--- src/rtl/gray_count_decoder.sv ---
// Gray-coded sample receiver: decodes each valid Gray word to binary, classifies
// the step against the previous sample, and drops/re-acquires lock on illegal jumps.
module gray_count_decoder #(
  parameter int unsigned WIDTH  = 4,
  parameter int unsigned RESYNC = 3,
  parameter int unsigned ERR_W  = 8
) (
  input  logic             clk,
  input  logic             rst,
  input  logic [WIDTH-1:0] gray_in,
  input  logic             gray_valid,
  output logic [WIDTH-1:0] bin_out,
  output logic             bin_valid,
  output logic             up,
  output logic             down,
  output logic             err,
  output logic [ERR_W-1:0] err_count,
  output logic             locked
);

  localparam int unsigned CNT_W = 4;

  typedef enum logic [1:0] {
    IDLE  = 2'd0,
    TRACK = 2'd1,
    FAULT = 2'd2
  } state_t;

  state_t           state;
  logic [WIDTH-1:0] ref_q;
  logic [CNT_W-1:0] rs_cnt;

  logic [WIDTH-1:0] b_new;
  logic [WIDTH-1:0] delta;
  logic             step_up;
  logic             step_dn;
  logic             legal;
  logic             resync_done;

  // Binary bit i is the XOR of Gray bits i..WIDTH-1.
  always_comb begin
    b_new = '0;
    for (int unsigned i = 0; i < WIDTH; i++) begin
      b_new[i] = ^(gray_in >> i);
    end
  end

  always_comb begin
    delta       = b_new - ref_q;
    step_up     = (delta == WIDTH'(1));
    step_dn     = (delta == {WIDTH{1'b1}});
    legal       = (delta == '0) || step_up || step_dn;
    resync_done = ((rs_cnt + CNT_W'(1)) == CNT_W'(RESYNC));
  end

  always_ff @(posedge clk) begin
    if (rst) begin
      state     <= IDLE;
      ref_q     <= '0;
      rs_cnt    <= '0;
      bin_out   <= '0;
      bin_valid <= 1'b0;
      up        <= 1'b0;
      down      <= 1'b0;
      err       <= 1'b0;
      err_count <= '0;
      locked    <= 1'b0;
    end else begin
      bin_valid <= 1'b0;
      up        <= 1'b0;
      down      <= 1'b0;
      err       <= 1'b0;
      if (gray_valid) begin
        ref_q <= b_new;
        case (state)
          IDLE: begin
            bin_out   <= b_new;
            bin_valid <= 1'b1;
            locked    <= 1'b1;
            state     <= TRACK;
          end
          TRACK: begin
            if (legal) begin
              bin_out   <= b_new;
              bin_valid <= 1'b1;
              up        <= step_up;
              down      <= step_dn;
            end else begin
              err    <= 1'b1;
              rs_cnt <= '0;
              locked <= 1'b0;
              state  <= FAULT;
              if (err_count != {ERR_W{1'b1}}) err_count <= err_count + ERR_W'(1);
            end
          end
          FAULT: begin
            if (!legal) begin
              err    <= 1'b1;
              rs_cnt <= '0;
              if (err_count != {ERR_W{1'b1}}) err_count <= err_count + ERR_W'(1);
            end else if (resync_done) begin
              // Lock is regained on the sample that completes the clean run.
              rs_cnt    <= '0;
              state     <= TRACK;
              locked    <= 1'b1;
              bin_out   <= b_new;
              bin_valid <= 1'b1;
              up        <= step_up;
              down      <= step_dn;
            end else begin
              rs_cnt <= rs_cnt + CNT_W'(1);
            end
          end
          default: begin
            state  <= IDLE;
            locked <= 1'b0;
          end
        endcase
      end
    end
  end

endmodule

--- config.mk ---
export PLATFORM = sky130hd
export DESIGN_NAME = gray_count_decoder
export DESIGN_NICKNAME = d
export VERILOG_FILES = /design/src/rtl/gray_count_decoder.sv
export SDC_FILE = /design/constraint.sdc
export NUM_CORES = 1
export LEC_CHECK = 0
export ABC_AREA = 1
export CELL_PAD_IN_SITES_DETAIL_PLACEMENT = 1
export CELL_PAD_IN_SITES_GLOBAL_PLACEMENT = 2
export CORE_AREA = 2 2 65 83
export DETAILED_ROUTE_END_ITERATION = 8
export DIE_AREA = 0 0 67 85
export PLACE_DENSITY = 0.86
export SKIP_CTS_REPAIR_TIMING = 1
export SKIP_LAST_GASP = 1
export SYNTH_ARGS = -nofsm -noshare
export SYNTH_HDL_FRONTEND = slang
export SYNTH_SLANG_ARGS = --single-unit
--- constraint.sdc ---
create_clock -name clk -period 6 [get_ports clk]
set_input_delay 0.6 -clock clk [delete_from_list [all_inputs] [get_ports clk]]
set_output_delay 0.6 -clock clk [all_outputs]
set_load 0.01 [all_outputs]
# Word-level counts from Yosys, hierarchy flattened
# Cells that the tools add are included.
dict set report totals {
  register_bits 27
  inputBits 7
  elab_cells 72
  output_inout_bits 17
}
dict set report op_classes {
  n_reduce_logical 17
  bitwise 3
  n_mux 29
  n_eq_ne 10
  add_sub_neg 3
}
# operator n
set ops {}
lappend ops {{2-to-1 mux 4 bit} 6}
lappend ops {{parity 4 bit} 4}
lappend ops {{2-to-1 mux 1 bit} 13}
lappend ops {{one-hot mux 4 bit (3 select lines)} 1}
lappend ops {{adder 8 x 1 -> 8 bit, second input constant} 1}
lappend ops {{!= test 2 bit, second input constant} 4}
lappend ops {{!= test 8 bit, second input constant} 1}
lappend ops {{one-hot mux 4 bit (2 select lines)} 1}
lappend ops {{AND reduction 4 bit} 2}
lappend ops {{2-to-1 mux 2 bit} 3}
lappend ops {{one-hot mux 1 bit (3 select lines)} 2}
lappend ops {{one-hot mux 2 bit (3 select lines)} 1}
lappend ops {{AND reduction 5 bit} 1}
lappend ops {{adder 4 x 1 -> 4 bit, second input constant} 1}
lappend ops {{== test 4 x 1 -> 1 bit, second input constant} 1}
lappend ops {{== test 4 x 2 -> 1 bit, second input constant} 1}
lappend ops {{== test 4 bit, second input constant} 1}
lappend ops {{logical NOT 4 bit} 1}
lappend ops {{one-hot mux 1 bit (2 select lines)} 2}
lappend ops {{OR reduction 2 bit} 2}
lappend ops {{subtractor 4 bit} 1}
lappend ops {{NOT 1 bit} 3}
lappend ops {{AND reduction 3 bit} 1}
lappend ops {{nonzero test 3 bit} 1}
lappend ops {{other kinds (6)} 7}

# Logic depth before layout (Yosys ltp)
dict set report logic_depth {
  word_depth 7
  ltp_mapped 19
  depth_no_buf 19
}

# Worst setup path after synthesis
# Ideal clock, no wire load.
dict set report synth_path {
  path_type {in2reg}
  start {input port gray_in[3]}
  end {register err_count[2]}
  setup_ps 115
  path_buffers 0
  t_arrival_ps 2893
  required_time_ps 5885
  path_slack_ps 2992
  cell_stages 16
  path_cell_list {xor2_2 > xor2_2 > xor2_2 > inv_2 > ha_1 > inv_1 > fa_1 > nand2_1 > nor3_1 > nand3_1 > nand2_1 > inv_1 > nand2_2 > inv_2 > a21oi_1 > nor2_1}
}
dict set report synth_via {
  elab_chain_len 7
  word_cells_on_any_way 12
  classes_between {1 x add/sub; 2 x eq/ne; 1 x bitwise; 8 x reduce/logical}
}
# element line
set synth_lines {}
lappend synth_lines {{from (decl)} 10} ;# input logic [WIDTH-1:0] gray_in,
lappend synth_lines {{parity 4 bit *} 44} ;# b_new[i] = ^(gray_in >> i);
lappend synth_lines {{named net b_new[1]} 33} ;# logic [WIDTH-1:0] b_new;
lappend synth_lines {{subtractor 4 bit *} 49} ;# delta = b_new - ref_q;
lappend synth_lines {{== test 4 x 1 -> 1 bit or logical NOT 4 bit (tied branches)} {50, 52}}
lappend synth_lines {{logical OR 1 bit} 52} ;# legal = (delta == '0) || step_up || step_dn;
lappend synth_lines {{logical OR 1 bit *} 52}
lappend synth_lines {{NOT 1 bit (no line) *} --}
lappend synth_lines {{AND reduction 4 bit (no line) *} --}
lappend synth_lines {{to (signal assigned)} 93} ;# if (err_count != {ERR_W{1'b1}}) err_count <= err_count + ERR_W'(1);
lappend synth_lines {{to (signal assigned)} 100} ;# if (err_count != {ERR_W{1'b1}}) err_count <= err_count + ERR_W'(1);
lappend synth_lines {{to (decl)} 17} ;# output logic [ERR_W-1:0] err_count,
# The timed path passes the listed nets; every way through them passes the cells marked *.
# A chain may end at the register's enable or synchronous reset.

# Final worst setup path
# Same ends and word-level chain as after synthesis.

==> impl_metrics.env <==
export IMPL_cp_slowest_cell="clkdlybuf4s50_1"
export IMPL_synthTopCellsByArea="dfxtp_1, nand2_1, ha_1, inv_1, nor2_1"
export IMPL_synth_compound_area_share_pct=12.9
export IMPL_slew_viol_final=0
export IMPL_drt_iter0_drc=34
export IMPL_grt_pass1_vias=1437
export IMPL_grt_pass1_wl_um=6450
export IMPL_critPathMaxFanout=9
export IMPL_powerDensity_nw_per_um2=267
export IMPL_place_port_buffers=23
export IMPL_arrival_ns=3.83
export IMPL_cts_htree_levels=1
export IMPL_cap_violations=0
export IMPL_num_antenna_cells=0
export IMPL_grt_total_usage_pct=14.6
export IMPL_relSlewSlack_pct=58.3
export IMPL_clk_latency_ns=0.27
export IMPL_fin_hold_ws_ns=0.487
export IMPL_area_growth_pct=21.8
export IMPL_outcome="complete, no violations"
export IMPL_drc=0
export IMPL_drive_gt1_share_pct=5.53
export IMPL_rows=29
export IMPL_drtPass1Iterations=3
export IMPL_crit_path_end_kind="flip-flop"
export IMPL_wl_per_cell_um=12.3
export IMPL_numCtsBuffers=3
export IMPL_layout_common_cells="nand2_1, inv_1, nor2_1, dfxtp_1, clkdlybuf4s50_1"
export IMPL_core_sq_um=4930
export IMPL_start_util_pct=30.8
export IMPL_fmax_mhz=273
export IMPL_max_slew_worst_pin_slew_ns=0.624
export IMPL_synth_top_cell_by_area="dfxtp_1"
export IMPL_dp_hpwl_um=2970
export IMPL_post_drt_via_cell_ratio=4.70
export IMPL_synth_top_family_by_area="simple AND/OR/NAND/NOR gates"
export IMPL_reg2reg_setup_slack_ns=3.68
export IMPL_slowest_delay_ns=0.59
export IMPL_dp_cells=293
export IMPL_cp_required_ns=6.17
export IMPL_fin_tns_setup_ns=0
export IMPL_crit_chain="clkdlybuf4s50_1 > xor2_2 > xor2_2 > xor2_2 > inv_2 > ha_1 > inv_1 > fa_1 > nand2_1 > nor3_1 > nand3_1 > nand2_1 > inv_1 > nand2_2 > inv_2 > a21oi_1 > nor2_1"
export IMPL_final_core_util_pct=37.5
export IMPL_layout_commonest_cell="nand2_1"
export IMPL_syn_instance_count=211
export IMPL_setup_viol=0
export IMPL_die_w_um=67
export IMPL_dieArea_sq_um=5700
export IMPL_hp_class="flip-flop to flip-flop"
export IMPL_crit_type="input pin to flip-flop"
export IMPL_vdd_drop_max_mv=0.0802
export IMPL_finalPower_uw=495
export IMPL_synth_avg_cell_area_sq_um=7.20
export IMPL_clock_path_buffers=2
export IMPL_skew_ns=0.00854
export IMPL_yosys_warnings=0
export IMPL_crit_path_frequent_cell="xor2_2"
export IMPL_die_y_um=85
export IMPL_ys_ff_latch=27
export IMPL_muxShareOfSynthArea_pct=0
export IMPL_rsz0062_at_grt="no"
export IMPL_clockRootBuffer="clkbuf_8"
export IMPL_antenna_found_initial=0
export IMPL_internal_power_uw=317
export IMPL_synth_area_sq_um=1520
export IMPL_wirelength_um=3660
export IMPL_synth_fa_ha_area_share_pct=10.4
export IMPL_switching_share_pct=35.9
export IMPL_clkTransAtPathRegs_ns=0.09
export IMPL_place_congestion=0.812
export IMPL_p_leak_uw=0.000771
export IMPL_layout_nets=255
export IMPL_comb_power_share_pct=35.9
export IMPL_yosysSeqAreaShare_pct=35.6
export IMPL_ant_nets=0
export IMPL_clkPwrFrac_pct=20.9
export IMPL_synth_top_area_share_pct=35.6
export IMPL_ioPinCount=24
export IMPL_synth_cell_type_count=24
export IMPL_synth_xor_area_share_pct=5.52
export IMPL_finalCritPeriodShare_pct=61.1
export IMPL_post_route_min_period_ns=3.67
export IMPL_cts_sinks=27
export IMPL_cts_tree="yes"
export IMPL_overflow=0
export IMPL_seq_power_share_pct=43.2
export IMPL_synth_simple_area_share_pct=26.3
export IMPL_cp_start_kind="input pin"
export IMPL_vias=1397
export IMPL_grt_max_degree=16
export IMPL_syn_num_nets=230
export IMPL_report_final_hold_viol_count=0
export IMPL_p_switching_uw=178
export IMPL_stdcell_count=297
## logic make-up (layout without fill, tap and decap cells)
| logic type | after synthesis | in the layout |
|---|---|---|
| AND/OR/NAND/NOR | 95 | 95 |
| AO/OA/AOI/OAI | 35 | 35 |
| buffers and inverters | 35 | 59 |
| flip-flops | 27 | 27 |
| adder cells (fa/ha/maj) | 12 | 12 |
| XOR/XNOR | 7 | 7 |
## critical path, delay by kind of cell
kind,cells,cell delay (ns)
buffers and inverters,5,0.95
and+or+nand+nor,6,0.75
xor gates and xnor gates,3,0.74
adders and majority gates,2,0.65
AOI/OAI and AO/OA,1,0.14
## area by class of cell
| class | count | area, sq um |
|---|---|---|
| fill | 644 | 3080 |
| clock buffer | 3 | 41.3 |
| inverter | 32 | 120 |
| sequential | 27 | 541 |
| tap | 62 | 77.6 |
| timing repair buffer | 23 | 230 |
| multi-input combinational | 149 | 836 |
| clock inverter | 1 | 5.00 |
## worst paths after layout
path,start,endpoint,cells past startpoint
worst min-delay path,locked,locked,2
worst max-delay path,gray_in[3],err_count[2],17
worst max register to register,ref_q[0],err_count[2],12
worst min register to register,locked,locked,2
## Yosys cell counts, drive strengths merged
library cell  count
xor2              5
nand2            40
o211ai            2
o21bai            3
xnor2             2
nor3              7
nand3            15
buf               2
o21a              1
nor4              4
inv              32
fa                1
a21oi            18
ha               11
nor2             29
o21ai            11
clkbuf            1
dfxtp            27
## power by group through the flow
stage,sequential [uW],combinational [uW],clock [uW]
after floorplan,221,114,0
after global placement,218,177,0
after detailed placement,218,180,0
after CTS,214,181,111
after global routing,216,205,117
final,214,178,104
## registers in the layout, summed over array words and instances (netlist names)
register	cells
state	2
bin_valid	1
err	1
locked	1
bin_out	4
err_count	8
ref_q	4
down	1
up	1
rs_cnt	4
## metal layers
metal | share of wire (%) | global-route usage, % | vias up
met5 | 0 | 0 | -
li1 | - | - | 717
met3 | 2.0 | 1.72 | 2
met4 | 1.1 | 5.01 | 0
met2 | 53 | 25.1 | 14
met1 | 44 | 18.4 | 664
## stage by stage
step                instance area, sq um  worst slack [ns]
CTS                                 1850              2.27
global placement                    1800              2.12
floorplan                           1520              2.99
global route                        1850              1.96
detailed placement                  1800              1.98
finish                              1850              2.33
(Power assumes the default switching activity.)
